$ cat config.mk
export PLATFORM = sky130hd
export DESIGN_NAME = mult_ctrl
export DESIGN_NICKNAME = d
export VERILOG_FILES = /design/src/rtl/mult_ctrl.sv
export SDC_FILE = /design/constraint.sdc
export NUM_CORES = 1
export LEC_CHECK = 0
export ABC_CLOCK_PERIOD_IN_PS = 11200
export CAP_MARGIN = 30
export CORE_AREA = 3 3 218 220
export CTS_CLUSTER_SIZE = 28
export DETAILED_ROUTE_END_ITERATION = 8
export DIE_AREA = 0 0 221 223
export PLACE_DENSITY_LB_ADDON = 0.2
export SLEW_MARGIN = 15
export SYNTH_ARGS = -nofsm -noshare
export SYNTH_HDL_FRONTEND = slang
export SYNTH_SLANG_ARGS = --single-unit
$ cat constraint.sdc
create_clock -name clock -period 11.2 [get_ports clock]
set_input_delay 2.24 -clock clock [delete_from_list [all_inputs] [get_ports clock]]
set_output_delay 2.24 -clock clock [all_outputs]
set_load 0.05 [all_outputs]
$ cat src/rtl/mult_ctrl.sv
`default_nettype none
// ============================================================================
// mult_ctrl: arbitrates two requesters onto a fixed-latency multiplier, tracks
// tags alongside it, and buffers results for the CDB under a credit scheme.
// Optional feature macro: MULT_CTRL_FLUSH_EN (adds flush_i).
// Revision: 1.0
// ============================================================================

`ifndef ROB_IDX_W
`define ROB_IDX_W 5
`endif
`ifndef PRF_IDX_W
`define PRF_IDX_W 6
`endif

module mult_ctrl #(
  parameter int MULT_LAT  = 4,
  parameter int BUF_DEPTH = 6
) (
  input  logic                           clock,
  input  logic                           reset,
  input  logic [1:0]                     req_valid_i,
  input  logic [1:0][63:0]               req_opa_i,
  input  logic [1:0][63:0]               req_opb_i,
  input  logic [1:0][`ROB_IDX_W-1:0]     req_rob_idx_i,
  input  logic [1:0][`PRF_IDX_W-1:0]     req_dest_tag_i,
  output logic [1:0]                     grant_o,
  output logic                           mult_start_o,
  output logic [63:0]                    mult_opa_o,
  output logic [63:0]                    mult_opb_o,
  input  logic                           mult_done_i,
  input  logic [63:0]                    mult_product_i,
  output logic                           cdb_req_o,
  input  logic                           cdb_gnt_i,
  output logic [63:0]                    cdb_product_o,
  output logic [`ROB_IDX_W-1:0]          cdb_rob_idx_o,
  output logic [`PRF_IDX_W-1:0]          cdb_dest_tag_o,
`ifdef MULT_CTRL_FLUSH_EN
  input  logic                           flush_i,
`endif
  output logic                           err_o
);

  localparam int c_rw    = `ROB_IDX_W;
  localparam int c_pw    = `PRF_IDX_W;
  localparam int c_cnt_w = $clog2(BUF_DEPTH + 1);
  localparam int c_ptr_w = (BUF_DEPTH > 1) ? $clog2(BUF_DEPTH) : 1;
  localparam logic [c_cnt_w-1:0] c_depth = c_cnt_w'(BUF_DEPTH);

  logic [c_cnt_w-1:0]             r_credits, w_credits_nxt, w_busy_cnt;
  logic                           r_rr_ptr;
  logic                           r_err;
  logic [MULT_LAT-1:0]            r_busy;
  logic [MULT_LAT-1:0]            w_live;
  logic [MULT_LAT-1:0][c_rw-1:0]  r_rob;
  logic [MULT_LAT-1:0][c_pw-1:0]  r_dest;

  logic [63:0]                    r_fifo_prod [BUF_DEPTH];
  logic [c_rw-1:0]                r_fifo_rob  [BUF_DEPTH];
  logic [c_pw-1:0]                r_fifo_dest [BUF_DEPTH];
  logic [c_ptr_w-1:0]             r_head, r_tail;
  logic [c_cnt_w-1:0]             r_fcount;

  logic [1:0] w_grant;
  logic       w_issue, w_sel, w_can_issue, w_flush;
  logic       w_last_busy, w_last_live;
  logic       w_push, w_pop, w_discard, w_err_set;

`ifdef MULT_CTRL_FLUSH_EN
  logic [MULT_LAT-1:0] r_live;

  assign w_flush = flush_i;
  assign w_live  = r_live;

  always_ff @(posedge clock) begin
    if (reset || w_flush) begin
      r_live <= '0;
    end else begin
      r_live[0] <= w_issue;
      for (int i = 1; i < MULT_LAT; i++) r_live[i] <= r_live[i-1];
    end
  end
`else
  assign w_flush = 1'b0;
  assign w_live  = r_busy;
`endif

  // Credits are checked on the registered count only; a pop this cycle frees issue next cycle.
  assign w_can_issue = !reset && !w_flush && (r_credits < c_depth);

  always_comb begin
    w_grant = 2'b00;
    if (w_can_issue) begin
      if (!r_rr_ptr) begin
        if (req_valid_i[0])      w_grant = 2'b01;
        else if (req_valid_i[1]) w_grant = 2'b10;
      end else begin
        if (req_valid_i[1])      w_grant = 2'b10;
        else if (req_valid_i[0]) w_grant = 2'b01;
      end
    end
  end

  assign w_issue      = |w_grant;
  assign w_sel        = w_grant[1];
  assign grant_o      = w_grant;
  assign mult_start_o = w_issue;
  assign mult_opa_o   = w_issue ? req_opa_i[w_sel] : 64'd0;
  assign mult_opb_o   = w_issue ? req_opb_i[w_sel] : 64'd0;

  assign w_last_busy = r_busy[MULT_LAT-1];
  assign w_last_live = w_live[MULT_LAT-1];
  assign w_push      = mult_done_i && w_last_busy && w_last_live && !w_flush;
  assign w_discard   = w_last_busy && !w_last_live;
  assign w_pop       = cdb_req_o && cdb_gnt_i;
  assign w_err_set   = (mult_done_i && !w_last_busy) || (w_last_busy && !mult_done_i);

  always_ff @(posedge clock) begin
    if (reset) begin
      r_busy <= '0;
    end else begin
      r_busy[0] <= w_issue;
      for (int i = 1; i < MULT_LAT; i++) r_busy[i] <= r_busy[i-1];
    end
  end

  always_ff @(posedge clock) begin
    r_rob[0]  <= req_rob_idx_i[w_sel];
    r_dest[0] <= req_dest_tag_i[w_sel];
    for (int i = 1; i < MULT_LAT; i++) begin
      r_rob[i]  <= r_rob[i-1];
      r_dest[i] <= r_dest[i-1];
    end
  end

  // On flush only ops that stay in the pipeline keep a credit; the last stage leaves this cycle.
  always_comb begin
    w_busy_cnt = '0;
    for (int i = 0; i < MULT_LAT - 1; i++) w_busy_cnt = w_busy_cnt + c_cnt_w'(r_busy[i]);
    if (w_flush) begin
      w_credits_nxt = w_busy_cnt;
    end else begin
      w_credits_nxt = r_credits + c_cnt_w'(w_issue) - c_cnt_w'(w_pop) - c_cnt_w'(w_discard);
    end
  end

  always_ff @(posedge clock) begin
    if (reset) begin
      r_credits <= '0;
      r_rr_ptr  <= 1'b0;
      r_err     <= 1'b0;
    end else begin
      r_credits <= w_credits_nxt;
      if (w_issue) r_rr_ptr <= w_grant[0];
      if (w_err_set) r_err <= 1'b1;
    end
  end

  function automatic logic [c_ptr_w-1:0] f_inc(input logic [c_ptr_w-1:0] p);
    return (p == c_ptr_w'(BUF_DEPTH - 1)) ? '0 : p + 1'b1;
  endfunction

  always_ff @(posedge clock) begin
    if (reset || w_flush) begin
      r_head   <= '0;
      r_tail   <= '0;
      r_fcount <= '0;
    end else begin
      if (w_push) r_tail <= f_inc(r_tail);
      if (w_pop)  r_head <= f_inc(r_head);
      r_fcount <= r_fcount + c_cnt_w'(w_push) - c_cnt_w'(w_pop);
    end
  end

  always_ff @(posedge clock) begin
    if (w_push) begin
      r_fifo_prod[r_tail] <= mult_product_i;
      r_fifo_rob[r_tail]  <= r_rob[MULT_LAT-1];
      r_fifo_dest[r_tail] <= r_dest[MULT_LAT-1];
    end
  end

  assign cdb_req_o      = (r_fcount != '0);
  assign cdb_product_o  = cdb_req_o ? r_fifo_prod[r_head] : 64'd0;
  assign cdb_rob_idx_o  = cdb_req_o ? r_fifo_rob[r_head]  : '0;
  assign cdb_dest_tag_o = cdb_req_o ? r_fifo_dest[r_head] : '0;
  assign err_o          = r_err;

endmodule

`default_nettype wire

---- Yosys cells after proc, flatten, opt, wreduce, memory -nomap -nowiden ----
Memory sizes are Yosys's and may differ from the RTL's. A register that Yosys moved wholly into a read port is not among the register bits.
Index checks and enable logic that the tools add are counted.
W data, S select, Z words.
cells by class
  order comparisons ....................... 2
  eq/ne operators ......................... 2
  muxes and demuxes ....................... 29
  add/sub/neg operators ................... 6
  reductions and logical operators ........ 12
operators with widths
  kind                   count
  $mux W64               7
  $mux W3                8
  $mux W6                3
  $mux W5                3
  $mux W2                5
  $add A3 B1 Y3          2
  $add A3 B1 Y3 const B  2
  $eq A3 B3 Y1 const B   2
  $logic_and A1 B1 Y1    6
  $sub A3 B1 Y3          2
  $logic_not A1 Y1       3
  $lt A3 B3 Y1 const B   1
  $mux W1                3
  $reduce_bool A3 Y1     1
  $lt A1 B2 Y1 const B   1
  $reduce_or A2 Y1       1
  $logic_or A1 B1 Y1     1
storage, ports and cells
  logic and storage cells ................. 69
  input bits .............................. 348
  memory bits (writable) .................. 450
  register bits after elaboration ......... 62
  memories ................................ 3
  output and inout port bits .............. 208
memory list
  name         words  bits a word  read ports  clocked after memory_dff  write ports  RTL line  source
  r_fifo_prod  6      64           1           1                         1            58        logic [63:0] r_fifo_prod [BUF_DEPTH];
  r_fifo_dest  6      6            1           1                         1            60        logic [c_pw-1:0] r_fifo_dest [BUF_DEPTH];
  r_fifo_rob   6      5            1           1                         1            59        logic [c_rw-1:0] r_fifo_rob [BUF_DEPTH];

---- Logic depth before layout (Yosys ltp) ----
  word-level depth ........................ 7
  depth in mapped cells ................... 9

---- Least setup slack after synthesis ----
Ideal clock, no wire load.
  path kind ............................... input to register
  from .................................... input mult_done_i
  to ...................................... memory r_fifo_dest[1][0] (netlist bit) (enable)
  setup time .............................. 0.697 ns
  slack ................................... 0.834 ns
  stages .................................. 2
  required time ........................... 10.503 ns
  arrival time ............................ 9.669 ns
  buffers on the path ..................... 0
  cells stage by stage .................... ha_1 > nor4bb_1
between the ends
  word-level cells in the longest chain between the ends .. 4
ends and longest elaborated chain
  element                           RTL line  source
  from (decl)                       31        input logic mult_done_i,
  $logic_and A1 B1 Y1 (2 in a row)  113       assign w_push = mult_done_i && w_last_busy && w_last_live && !w_flush;
  $mux W1                           176       if (w_push) begin
  $mux W1 (implied by the code)     179       r_fifo_dest[r_tail] <= r_dest[MULT_LAT-1];
  to (decl)                         60
Every way passes these cells.

---- Worst setup path in the final report ----
  from .................................... input reset
  to ...................................... output mult_opa_o[24]
between the ends
  word-level cells in the longest chain between the ends .. 6
  elaborated cells between the ends (all ways) .. 7
  classes of those cells .................. mux (4); reduce/logical (3)
ends and longest elaborated chain
  element                                      RTL line  source
  from (decl)                                  21        input logic reset,
  $logic_not A1 Y1 *                           89        assign w_can_issue = !reset && !w_flush && (r_credits < c_depth);
  $logic_and A1 B1 Y1 *                        89
  $mux W2 *                                    93        if (w_can_issue) begin
  $mux W64 (implied by the code) (2 in a row)  108       assign mult_opa_o = w_issue ? req_opa_i[w_sel] : 64'd0;
  $mux W64 *                                   108
  to (decl)                                    29        output logic [63:0] mult_opa_o,
Mark *: on every way between the ends. The rest lies on a longest branch, timed or not. The select of a mux whose other input is x is not followed.

==> summary.md <==
| Metric | Value |
|---|---|
| Crit path cell chain | `clkdlybuf4s50_1, nor2_1, o21a_4, buf_12, buf_4, a31o_1, clkdlybuf4s50_1` |
| TNS Setup | `0 ps` |
| Main synth FF type | `edfxtp_1` |
| Hold_ws | `324 ps` |
| DR WL/cell | `29.8 um` |
| Register-to-Register Path Depth | `10` |
| Antenna violations before repair | `42` |
| Final Skew | `12.2 ps` |
| Initial DRC Count | `1207` |
| Cell row count | `78` |
| Share of cells above drive strength 1 | `0.117` |
| Syn nets | `1794` |
| H-tree depth | `2` |
| DRC Markers | `0` |
| Syn avg cell area | `14.6 um^2` |
| Initial Utilization | `0.462` |
| Post-CTS setup buffers | `0` |
| CP Launch Type | `primary input` |
| YS warnings | `0` |
| DIE WIDTH | `221 um` |
| # fillers | `3456` |
| Slew HR | `0.205` |
| Final setup viols | `0` |
| Post-layout util | `0.632` |
| Routed Antenna Nets | `0` |
| Clock network power share | `0.272` |
| Uppermost routed layer | `met5` |
| Longest Clk Path Bufs | `3` |
| Worst-case vdd ir drop | `174 uV` |
| Post-synth EDFFs | `450` |
| Reg power frac | `0.352` |
| DRT Pass-1 Iters | `5` |
| WHS Path Cells | `0` |
| Crit-path max FO | `53` |
| Sequential area share after synthesis | `0.705` |
| Psw | `2.27 mW` |
| Leak pwr | `9.88 nW` |
| Core Region | `45500 um^2` |
| Worst endpoint data arrival time | `5910 ps` |
| Wl on met1 | `29500 um` |
| Min-delay worst type | `reg2reg` |
| Power per cell area | `213 nW/um^2` |
| Fin nets | `2292` |
| Most frequent CP cell | `clkdlybuf4s50_1` |
| RSZ-0062 raised after global routing | `no` |
| Pin count of the biggest net entering global routing | `245` |
| Worst Path Required | `8960 ps` |
| Vias in the first global route | `14800` |
| Chip height | `223 um` |
| PostCTS Resize Cnt | `0` |
| Final min period | `8150 ps` |
| Least-Margin Pin Slew | `1190 ps` |
| Met2 Wirelength | `38400 um` |
| Switching share of power | `0.370` |
| Synth async-reset ratio | `0` |
| Hold_buf cts | `0` |
| TritonCTS buffer count | `49` |
| Max Fclk | `123 MHz` |
| Worst skew pair latency | `570 ps` |
| Fin area | `28700 um^2` |
| Clk sinks | `515` |
| Die ar. | `49300 um^2` |
| Comb pwr share | `0.376` |
| Overflow after GRT | `0` |
| Vias post-DR | `15300` |
| GRT Total Usage | `0.304` |
| Hold Vio Cnt, Final | `0` |
| RD Place Congestion | `1.06` |
| TritonCTS clock tree | `done` |
| Crit. End Element | `primary output` |
| Synthesized flop and latch total | `515` |
| Met3 routed WL | `5680 um` |
| Area of the multi-input gates | `5600 um^2` |
| Post-Syn Area | `21000 um^2` |
| Total of max-cap violations | `0` |
| Crit Path Category | `in2out` |
| Synth cell types | `38` |
| Status | `finished, final reports clean` |
| Fin crit share | `0.727` |
| Port Buffers | `555` |
| First-pass GRT wire length | `109000 um` |
| Pins over their slew limit | `0` |
| Ports | `556` |
| Clk slew on worst S/H paths | `60 ps` |
| Vias per cell | `5.87` |
| Post-DP HPWL | `53300 um` |
| Max incr delay on CP | `870 ps` |
| Routed Wire Length | `77800 um` |
| Syn Inst Count | `1440` |
| Internal power | `3.86 mW` |
| Area grow syn2layout | `36.7%` |
| Slowest CP cell | `clkdlybuf4s50_1` |
| Post-DP Area | `27000 um^2` |
| Sequential Area | `14800 um^2` |
| Root buffer cell | `clkbuf_16` |
Yosys cell counts (3+ instances only):
cell / n / area [um^2]
edfxtp_1: 450 / 13500
nor2b_1: 157 / 982
a211oi_1: 150 / 1130
and3_1: 128 / 801
a31o_2: 104 / 911
nor4_1: 75 / 469
o22ai_1: 75 / 469
buf_2: 68 / 340
dfxtp_1: 65 / 1300
clkbuf_1: 46 / 173
a31o_1: 24 / 210
nor2_1: 12 / 45.0
buf_6: 11 / 124
mux2_2: 11 / 124
nand2_1: 11 / 41.3
inv_1: 7 / 26.3
a21oi_1: 6 / 30.0
xnor2_1: 5 / 43.8
ha_1: 4 / 50.1
buf_4: 3 / 22.5
clkbuf_2: 3 / 15.0
nand2b_1: 3 / 18.8
path summary, 6_finish.rpt:
path / slack (ps) / start / endpoint
worst min register to register: 320 / r_dest[14] / r_dest[20]
worst max register to register: 8030 / r_credits[1] / r_credits[2]
worst max-delay path: 3050 / reset / mult_opa_o[24]
worst min-delay path: 320 / r_dest[14] / r_dest[20]
registers in the layout, indices dropped and copies added, names as in the netlist, named ones only:
register / cells
r_tail: 3
r_rob: 20
r_dest: 24
r_fcount: 3
r_head: 3
r_fifo_dest: 36
r_fifo_rob: 30
r_credits: 3
r_busy: 4
r_rr_ptr: 1
err_o: 1
r_fifo_prod: 384
layout by cell type (no fill, tap or decap), types with 10 or more instances in the layout:
cell type          n
nor2_1            11
mux2_2            11
clkinv_2          12
a211oi_1         150
a31o_1            24
nor4_1            75
edfxtp_1         450
clkdlybuf4s50_1  555
diode_2           28
and3_1           128
buf_4             19
a31o_2           104
clkinv_1          10
nor2b_1          157
o22ai_1           75
dfxtp_1           64
clkbuf_16         51
routing by layer:
metal  global-route usage  vias up
met1                0.374     7654
met5                    0        -
met4                0.142       12
met3               0.0728      160
met2                0.510      697
li1                     -     6775
cell type report:
| class | instances | area share |
|---|---|---|
| flip-flops and latches | 515 | 0.515 |
| repair buffers | 580 | 0.203 |
| multi-input cells | 785 | 0.195 |
| clock buffers | 60 | 0.0459 |
| well taps | 600 | 0.0261 |
| clock inverters | 31 | 0.0110 |
| diodes | 28 | 0.00244 |
| inverters | 7 | 0.000958 |
through the flow:
stage | instances | power, mW | setup WS, ps
3_3_place_gp | 2482 | 4.49 | 2630
4_1_cts | 2575 | 6.15 | 2560
5_1_grt | 2599 | 6.32 | 2890
2_1_floorplan | 1440 | 3.63 | 834
6_report | 2606 | 6.13 | 3050
3_5_place_dp | 2484 | 4.49 | 2560
power by group through the flow:
| stage | Combinational [mW] | Clock [mW] | Sequential, mW |
|---|---|---|---|
| 2_1_floorplan | 1.45 | 0 | 2.18 |
| 3_3_place_gp | 2.29 | 0 | 2.20 |
| 3_5_place_dp | 2.29 | 0 | 2.20 |
| 4_1_cts | 2.31 | 1.69 | 2.16 |
| 5_1_grt | 2.39 | 1.77 | 2.16 |
| 6_report | 2.30 | 1.67 | 2.16 |
critical path: cells and delay by family:
kind / cells / cell delay (ps)
AO/OA/AOI/OAI: 2 / 700
AND/OR/NAND/NOR: 1 / 420
buffers and inverters: 4 / 2490
logic make-up (layout without fill, tap and decap cells):
group / after synthesis / in the layout / synth area share
mux: 11 / 11 / 0.00589
simple gates: 398 / 398 / 0.116
xor+xnor: 6 / 6 / 0.00250
other cells: 0 / 28 / 0
fa+ha+maj: 6 / 6 / 0.00429
flops: 515 / 515 / 0.705
buf+inv: 140 / 678 / 0.0337
compound gates: 364 / 364 / 0.133
Power figures use the tool's default switching activity.
